--- src/rtl/bp_txn_master.sv ---
// bp_txn_master: host-side BytePipe transaction master.
// Ports: clk/rstn/cg, req (valid/ready/wr/addr/data), rsp (valid/ready/data/timeout), bp out/in, stray.
module bp_txn_master #(
  parameter int TIMEOUT = 255
) (
  input  logic       i_clk,
  input  logic       i_rstn,
  input  logic       i_cg,
  input  logic       i_req_valid,
  output logic       o_req_ready,
  input  logic       i_req_wr,
  input  logic [6:0] i_req_addr,
  input  logic [7:0] i_req_data,
  output logic       o_rsp_valid,
  input  logic       i_rsp_ready,
  output logic [7:0] o_rsp_data,
  output logic       o_rsp_timeout,
  output logic [7:0] o_bp_data,
  output logic       o_bp_valid,
  input  logic       i_bp_ready,
  input  logic [7:0] i_bp_data,
  input  logic       i_bp_valid,
  output logic       o_bp_ready,
  output logic       o_stray
);

  localparam int CW = $clog2(TIMEOUT + 1);
  localparam logic [CW-1:0] CNT_LAST = CW'(TIMEOUT - 1);

  typedef enum logic [2:0] {
    S_IDLE,
    S_CMD,
    S_DATA,
    S_WAIT,
    S_RSP
  } state_e;

  state_e        state_q, state_d;
  logic          wr_q, wr_d;
  logic [6:0]    addr_q, addr_d;
  logic [7:0]    data_q, data_d;
  logic [CW-1:0] cnt_q, cnt_d;
  logic [7:0]    rsp_q, rsp_d;
  logic          to_q, to_d;
  logic          stray_q, stray_d;

  always_ff @(posedge i_clk or negedge i_rstn) begin
    if (!i_rstn) begin
      state_q <= S_IDLE;
      wr_q    <= 1'b0;
      addr_q  <= '0;
      data_q  <= '0;
      cnt_q   <= '0;
      rsp_q   <= '0;
      to_q    <= 1'b0;
      stray_q <= 1'b0;
    end else begin
      state_q <= state_d;
      wr_q    <= wr_d;
      addr_q  <= addr_d;
      data_q  <= data_d;
      cnt_q   <= cnt_d;
      rsp_q   <= rsp_d;
      to_q    <= to_d;
      stray_q <= stray_d;
    end
  end

  always_comb begin
    state_d = state_q;
    wr_d    = wr_q;
    addr_d  = addr_q;
    data_d  = data_q;
    cnt_d   = cnt_q;
    rsp_d   = rsp_q;
    to_d    = to_q;
    stray_d = stray_q;
    // Everything freezes while the clock gate is low.
    if (i_cg) begin
      unique case (state_q)
        S_IDLE: begin
          if (i_req_valid) begin
            wr_d    = i_req_wr;
            addr_d  = i_req_addr;
            data_d  = i_req_data;
            state_d = S_CMD;
          end
        end
        S_CMD: begin
          cnt_d = '0;
          if (i_bp_ready) begin
            state_d = wr_q ? S_DATA : S_WAIT;
          end
        end
        S_DATA: begin
          cnt_d = '0;
          if (i_bp_ready) begin
            state_d = S_WAIT;
          end
        end
        S_WAIT: begin
          cnt_d = cnt_q + CW'(1);
          // A byte in the expiry cycle takes priority over the timeout.
          if (i_bp_valid) begin
            rsp_d   = i_bp_data;
            to_d    = 1'b0;
            state_d = S_RSP;
          end else if (cnt_q == CNT_LAST) begin
            rsp_d   = 8'h00;
            to_d    = 1'b1;
            state_d = S_RSP;
          end
        end
        S_RSP: begin
          if (i_rsp_ready) begin
            state_d = S_IDLE;
          end
        end
        default: state_d = S_IDLE;
      endcase
      if (i_bp_valid && (state_q != S_WAIT)) begin
        stray_d = 1'b1;
      end
    end
  end

  always_comb begin
    o_bp_data = 8'h00;
    unique case (state_q)
      S_CMD:   o_bp_data = {wr_q, addr_q};
      S_DATA:  o_bp_data = data_q;
      default: o_bp_data = 8'h00;
    endcase
  end

  assign o_bp_valid    = (state_q == S_CMD) || (state_q == S_DATA);
  assign o_rsp_valid   = (state_q == S_RSP);
  assign o_req_ready   = i_cg && (state_q == S_IDLE);
  assign o_bp_ready    = i_cg;
  assign o_rsp_data    = rsp_q;
  assign o_rsp_timeout = to_q;
  assign o_stray       = stray_q;

endmodule

--- config.mk ---
export PLATFORM = sky130hd
export DESIGN_NAME = bp_txn_master
export DESIGN_NICKNAME = d
export VERILOG_FILES = /design/src/rtl/bp_txn_master.sv
export SDC_FILE = /design/constraint.sdc
export NUM_CORES = 1
export LEC_CHECK = 0
export BUFFER_PORTS_ARGS = -buffer_cell sky130_fd_sc_hd__buf_2
export CAP_MARGIN = 20
export CORE_MARGIN = 4
export CORE_UTILIZATION = 35
export DETAILED_ROUTE_END_ITERATION = 8
export PLACE_DENSITY_LB_ADDON = 0.05
export SYNTH_ARGS = -nofsm -noshare
export SYNTH_HDL_FRONTEND = slang
export SYNTH_SLANG_ARGS = --single-unit
--- constraint.sdc ---
create_clock -name i_clk -period 2.6 [get_ports i_clk]
set_clock_uncertainty 0.15 [all_clocks]
set_input_delay 0.39 -clock i_clk [delete_from_list [all_inputs] [get_ports i_clk]]
set_output_delay 0.39 -clock i_clk [all_outputs]
set_load 0.02 [all_outputs]
After elaboration in Yosys (flattened, before gate mapping)
Cells that the tools add are included.
- flip-flop bits (word level): 37
- input port bits: 31
- output and inout bits: 22
- word-level logic and storage cells: 46
- $add $sub $neg: 1
- equal/unequal tests: 11
- muxes and demuxes: 14
- reductions and logical operators: 12
- operators by type and width (kind ; number):
    one-hot mux 8 bit (2 select lines) ; 2
    2-to-1 mux 3 bit ; 6
    2-to-1 mux 8 bit ; 2
    one-hot mux 3 bit (5 select lines) ; 1
    adder 8 x 1 -> 8 bit (second input constant) ; 1
    == test 8 bit (second input constant) ; 1
    == test 3 x 2 -> 1 bit (second input constant) ; 2
    != test 2 bit (second input constant) ; 3
    AND reduction 3 bit ; 2
    AND reduction 6 bit ; 1
    AND reduction 2 bit ; 2
    nonzero test 2 bit ; 2
    == test 3 x 1 -> 1 bit (second input constant) ; 1
    == test 3 bit (second input constant) ; 1
    zero test 3 bit ; 1
    2-to-1 mux 1 bit ; 3
    != test 3 x 2 -> 1 bit (second input constant) ; 1
    != test 3 bit (second input constant) ; 1
    logical AND 1 bit ; 2
    != test 2 x 1 -> 1 bit (second input constant) ; 1
    OR reduction 2 bit ; 1
    logical OR 1 bit ; 1

Logic depth before layout (Yosys ltp)
Gate-level depths: netlist of run 1.
- depth in word-level cells: 4
- depth in mapped cells: 6
- depth with buffers taken out: 6

Worst setup path before layout of run 1
No wires, ideal clock.
- kind: flip-flop to flip-flop
- start: reg state_q[1]
- end: reg state_q[0]
- library setup time: 0.125 ns
- arrival: 1.645 ns
- data required time: 2.325 ns
- path slack: 0.680 ns
- cell stages (with the launch flop): 7
- buffers on the path: 2
- path through: dfrtp_1 buf_6 nor2b_4 buf_6 o21ba_1 a221o_1 mux2_4
- word-level cells in the longest chain between the ends: 3
- elaborated cells on any way between the ends: 12
- classes of those cells: eq/ne (9); mux (1); reduce/logical (2)
- RTL lines (element ; RTL line ; RTL):
    start, declared ; 38 ; state_e state_q, state_d;
    start signal, assigned ; 58 ; state_q <= state_d;
    == test 3 x 2 -> 1 bit (tied with other cells) ; 80 ; unique case (state_q)
    != test 3 bit (no line) (tied with other cells) ; - ;
    AND reduction 6 bit (no line) ; - ;
Parallel ways exist; a longest one is shown, timed or not.
A chain may end at the register's enable or synchronous reset.

Final worst setup path of run 1
- start: reg state_q[0]
- end: out o_bp_data[7]
- word-level cells in the longest chain between the ends: 2
- elaborated cells on any way between the ends: 3
- classes of those cells: eq/ne (2); mux (1)
- RTL lines (element ; RTL line ; RTL):
    == test 3 x 2 -> 1 bit / == test 3 x 1 -> 1 bit (equally long branches) ; 129 ; unique case (state_q)
    one-hot mux 8 bit (2 select lines) * ; 129 ;
    end, declared ; 18 ; output logic [7:0] o_bp_data,
Mark *: on every way between the ends. The rest lies on a longest branch, timed or not.

==> flow_metrics.tcl, run 1 <==
set metrics [dict create \
    fin_hold_ws_ns 0.04136 \
    htree_levels 2 \
    dieArea_sq_um 6285 \
    critical_path.slowest_cell "dfrtp_1" \
    worst_hold_path_type "in -> async" \
    max-clock-path-buffers 2 \
    cts_tree "yes" \
    firstDrtPassIters 4 \
    critPathTopFamily "simple AND/OR/NAND/NOR gates" \
    hpwl_mm 2.942 \
    setup_ws_ns 0.3763 \
    rrSetupSlack_ns 0.57 \
    crit_type "reg -> out" \
    fin_nets 237 \
    antenna_cells 0 \
    synth-async-reset-ratio_pct 100.0 \
    fin_area_sq_um 2168 \
    p_leak_nw 1.066 \
    routed_wl_mm 3.943 \
    place_area_sq_um 2063 \
    grt_use_met2_pct 22.31 \
    num-fill-cells 487 \
    grt_antenna_before_repair 0 \
    cts-hold-fix-buffers 0 \
    cts_root_buf "clkbuf_8" \
    crit_arrival_ns 1.68 \
    synth_edf_count 0 \
    setup-violations-final 0 \
    yosys.area.top_type "dfrtp_1" \
    relSlewSlack_pct 45.76 \
    ys_ff_latch 37 \
    rr_endpoint "state_q[0]" \
    startpoint_type "flip-flop" \
    ys_warn_count 0 \
    endpoint "o_bp_data[7]" \
    synth.top_cell.area_share_pct 52.08 \
    powerDensity_nw_per_um2 1123 \
    place.gp.congestion 0.7807 \
    worstPathCellList "and2b_1 -> a22oi_1 -> nor2_1 -> buf_2" \
    multi_input_area_sq_um 763.2 \
    tns_ns 0 \
    row_count 25 \
    cap_violations 0 \
    r2r_start "state_q[0]" \
    cp_num_buf_inv 1 \
    ir_worst_vdd_uv 474.0 \
    seq_area_frac_synth_pct 52.08 \
    insertion_delay_ns 0.28 \
    r2r_cells 4 \
    critPathRequiredTime_ns 2.06 \
    regArea_sq_um 925.9 \
    cts_sinks 37 \
    grt_pass1_vias 1411 \
    fp.dieH_um 79.28 \
    cp-startpoint "state_q[0]" \
    drcViolationCount 0 \
    pin_count 53 \
    cts.clk_slew.worst_paths_ns 0.08 \
    detail_route.vias_per_cell 4.996 \
    post-route-util_pct 45.01 \
    grt_max_degree 38 \
    fmax_mhz 449.7 \
    grt_overflow 0 \
    synth_commonest_cells "37 x dfrtp_1, 16 x mux2_1, 16 x nor2_1" \
    critPathMaxStageDelay_ns 0.52 \
    crit_path_max_fanout 11 \
    post_cts_resized 0 \
    min_period_ns 2.224 \
    grt.total_usage_pct 13.68 \
    ys_types 41 \
    placed_cells 264 \
    final_cells 272 \
    use_met1_pct 17.85 \
    status "finished clean" \
    grt_pass1_wl_mm 6.755 \
    report.final.slew_viol_count 0 \
    fp.dieW_um 79.28 \
    synth.area.top_cells "dfrtp_1 52%, mux2_1 10%, a22o_1 3.9%, a22oi_1 3.4%, nor2_1 3.4%" \
    portBuffers 52 \
    initial_core_util_pct 36.91 \
    cts_made_buffers 5 \
    cp-end-kind "output pin" \
    yosysMostFrequentCell "dfrtp_1" \
    area_delta_synth_final_pct 21.96 \
    grtUsageMet3_pct 4.195 \
    avgSynthCellArea_sq_um 11.62 \
    antenna_left 0 \
    post_cts_buffers 0 \
    drive_gt1_share_pct 33.17 \
    fin_crit_sh_pct 85.53 \
    final_hold_viol_count 0 \
    routedWlPerCell_um 14.50 \
    mappedNetlistArea_sq_um 1778 \
    syn_nets 186 \
    synthCells 153 \
    p_total_mw 2.435 \
    dp_slack_ns 0.5653 \
    dominantRegCellSynth "dfrtp_1" \
    vias 1359 \
    busiest_layer "met2" \
    rsz0062_at_grt "false" \
    tightestPinTransition_ns 0.8135 \
    drtIter0Drc 86 \
    coreArea_sq_um 4817 \
    crit_cells 4 \
]
==> area by class of cell <==
cell class	count	share of cell area, %
inverter	4	0.6924
tap	67	3.866
clock buffer	7	4.443
clock inverter	1	0.4039
sequential	37	42.70
multi-input combinational	102	35.20
timing repair buffer	54	12.69
==> layer usage <==
layer  up-vias  wire length (um)
met2        35              1938
met5         -                 0
li1        648                 -
met4         0                32
met3         5               221
met1       671              1750
==> worst reg2reg max path, delay by kind of cell, from the launching register on <==
| kind | cells | cell delay [ns] |
|---|---|---|
| compound gates | 2 | 0.63 |
| flops | 1 | 0.49 |
| simple gates | 1 | 0.35 |
| mux | 1 | 0.30 |
==> how the worst min path moves through the flow <==
stage,startpoint,to,cells after the start
floorplan,i_rstn,addr_q[0],0
global placement,o_stray,o_stray,1
detailed placement,o_stray,o_stray,1
CTS,i_rstn,o_rsp_data[7],1
global route,i_rstn,o_rsp_data[6],1
finish,i_rstn,o_rsp_data[7],1
==> cell families after synthesis <==
logic type                 after synthesis  share of synthesized area [%]
muxes                                   18                          11.54
and+or+nand+nor                         45                          14.08
AOI/OAI and AO/OA                       33                          13.93
DFF                                     37                          52.08
xor gates and xnor gates                 4                          1.970
buffers and inverters                   14                          4.996
adders and majority gates                2                          1.407
==> cells in the final DEF, fill, tap and decap left out, types with 2 or more instances in the layout <==
cell type  instances
xor2_1             4
nor3_1             2
a21oi_1            3
mux2_1            16
a22oi_1            8
a22o_1             8
ha_1               2
buf_4              2
buf_2             52
clkbuf_8           7
inv_1              4
o21a_1             2
dfrtp_1           37
o21ai_0            4
o31ai_1            2
nand2_1            6
nand4_1            3
nor2_1            16
nand3_1            3
and2_1             3
==> power breakdown <==
part / leakage (nW) / switching (mW) / internal [mW]
Clock: 0.0549 / 0.207 / 0.245
Sequential: 0.461 / 0.159 / 0.801
Combinational: 0.550 / 0.591 / 0.432
==> flip-flops by register name (all words and copies together), names as in the netlist <==
signal	flops
data_q	8
addr_q	7
o_rsp_data	8
cnt_q	8
o_stray	1
wr_q	1
state_q	3
o_rsp_timeout	1
No activity file was read; power rests on OpenSTA's default activity.
==> inputs of run 2 (changes only) <==
CORE_UTILIZATION = 55   (was 35)
==> run 2 against run 1 <==
  * Clock power fell by 34%
  * Critical path depth is the same
  * Die area shrank 33%
  * Routed wire length is 8.0% lower
  * The run now ends with negative hold slack left
  * Final cell count shrank 8.8%
  * Combinational power barely moved
  * Non-clock buffer count did not move
  * Register-to-register slack worse by 0.04 ns
  * Critical path type unchanged
  * Flip-flop and latch count is the same
  * Core utilization rose by 23 points
  * Global-route usage increased by 5.3 points
  * Setup slack worse by 0.026 ns
==> flow_metrics.tcl, run 2 (synthesized netlist as in run 1, its figures left out) <==
set metrics [dict create \
    status "finished, violations left" \
    failed_checks "negative hold slack" \
    post_cts_resized 0 \
    report.final.slew_viol_count 0 \
    cts_made_buffers 5 \
    cts_root_buf "clkbuf_4" \
    setup-violations-final 0 \
    cts-hold-fix-buffers 0 \
    cts_sinks 37 \
    tightestPinTransition_ns 0.7893 \
    insertion_delay_ns 0.32 \
    antenna_left 0 \
    row_count 20 \
    coreArea_sq_um 3078 \
    netSwitchingFraction_pct 40.24 \
    min_period_ns 2.250 \
    pin_count 53 \
    cts.clk_slew.worst_paths_ns 0.11 \
    endpoint "o_bp_data[5]" \
    dieArea_sq_um 4206 \
    cts_tree "yes" \
    crit_cells 4 \
    post_cts_buffers 0 \
    tns_ns 0 \
    num-fill-cells 256 \
    crit_type "reg -> out" \
    grt_overflow 0 \
    antenna_cells 0 \
    r2r_cells 4 \
    htree_levels 2 \
    area_delta_synth_final_pct 17.52 \
    routed_wl_mm 3.626 \
    cp-startpoint "state_q[1]" \
    ir_worst_vdd_uv 610.4 \
    placed_cells 241 \
    final_cells 248 \
    final_cell_mix "52 x buf_2, 37 x dfrtp_1, 16 x nor2_1, 16 x mux2_1" \
    cap_violations 0 \
    hpwl_mm 2.735 \
    worstPathCellList "and2b_1 -> a22oi_1 -> nor2_1 -> buf_2" \
    grt.total_usage_pct 18.99 \
    crit_path_max_fanout 11 \
    fmax_mhz 444.5 \
    rsz0062_at_grt "false" \
    grt_antenna_before_repair 0 \
    relSlewSlack_pct 47.38 \
    rr_endpoint "state_q[0]" \
    firstDrtPassIters 4 \
    fin_hold_ws_ns -0.01876 \
    fin_nets 237 \
    mostFrequentLayoutCell "buf_2" \
    final_hold_viol_count 12 \
    r2r_start "state_q[1]" \
    drive_gt1_share_pct 32.35 \
    critPathTopFamily "simple AND/OR/NAND/NOR gates" \
    fin_area_sq_um 2090 \
    startpoint_type "flip-flop" \
    seqPwrFrac_pct 42.2 \
    detail_route.vias_per_cell 5.379 \
    initial_core_util_pct 57.76 \
    place_area_sq_um 2034 \
    fp.dieW_um 64.86 \
    cp_num_buf_inv 1 \
    routedWlPerCell_um 14.62 \
    critPathRequiredTime_ns 2.06 \
    drtIter0Drc 58 \
    critical_path.slowest_cell "dfrtp_1" \
    grt_pass1_wl_mm 6.272 \
    grt_max_degree 38 \
    grt_pass1_vias 1353 \
    crit_arrival_ns 1.71 \
    pwr-share-clk_pct 13.1 \
    rrSetupSlack_ns 0.53 \
    cp-end-kind "output pin" \
    vias 1334 \
    portBuffers 52 \
    drcViolationCount 0 \
    place.gp.congestion 0.9344 \
    p_comb_share_pct 44.7 \
    p_int_mw 1.360 \
    max-clock-path-buffers 2 \
    p_leak_nw 1.043 \
    worst_hold_path_type "in -> async" \
    fp.dieH_um 64.86 \
    p_switching_uw 916.0 \
    critPathMaxStageDelay_ns 0.49 \
    fin_crit_sh_pct 86.53 \
    powerDensity_nw_per_um2 1089 \
]
-- run 2: worst min path at each step --
stage,start,endpoint,slack [ns],depth (start not counted)
after global routing,i_rstn,addr_q[4],0.06,1
final,i_rstn,addr_q[4],-0.02,1
after detailed placement,o_stray,o_stray,0.32,1
after global placement,o_stray,o_stray,0.30,1
after floorplan,i_rstn,addr_q[0],-0.06,0
after CTS,i_rstn,addr_q[1],0.003,1
-- run 2: cell type report --
| class | instances | area (sq um) | share of cell area (%) |
|---|---|---|---|
| Inverter | 4 | 15.01 | 0.7186 |
| Tap cell | 44 | 55.05 | 2.635 |
| Clock buffer | 7 | 55.05 | 2.635 |
| Multi-Input combinational cell | 102 | 763.2 | 36.53 |
| Sequential cell | 37 | 925.9 | 44.31 |
| Timing Repair Buffer | 54 | 275.3 | 13.17 |
-- run 2: metal layers --
layer  up-vias  global-route usage, %  part of all wire, %
met5         -                      0                    0
met4         0                  5.805                 0.85
met3         4                  4.679                  5.7
met2        43                  32.69                   49
met1       638                  23.39                   44
li1        649                      -                    -
-- run 2: power groups by stage --
stage	logic, mW	clock network [mW]	registers (mW)
3_5_place_dp	1.03	0	0.972
2_1_floorplan	0.737	0	0.989
4_1_cts	1.03	0.314	0.961
6_report	1.02	0.298	0.961
3_3_place_gp	1.01	0	0.955
5_1_grt	1.12	0.333	0.996
-- run 2: per-stage QoR --
step / power [mW] / utilization, % / setup slack, ns
6_report: 2.276 / 67.89 / 0.3502
5_1_grt: 2.447 / 67.89 / 0.2000
4_1_cts: 2.304 / 67.89 / 0.3369
3_5_place_dp: 2.000 / 66.10 / 0.5678
3_3_place_gp: 1.962 / 66.10 / 0.6316
2_1_floorplan: 1.727 / - / 0.6804
-- run 2: worst register-to-register path: stages, from the launching register on --
cell and delay, ns:
dfrtp_1 0.51, and2b_1 0.36, o21ba_1 0.25, a221o_1 0.39, mux2_4 0.31
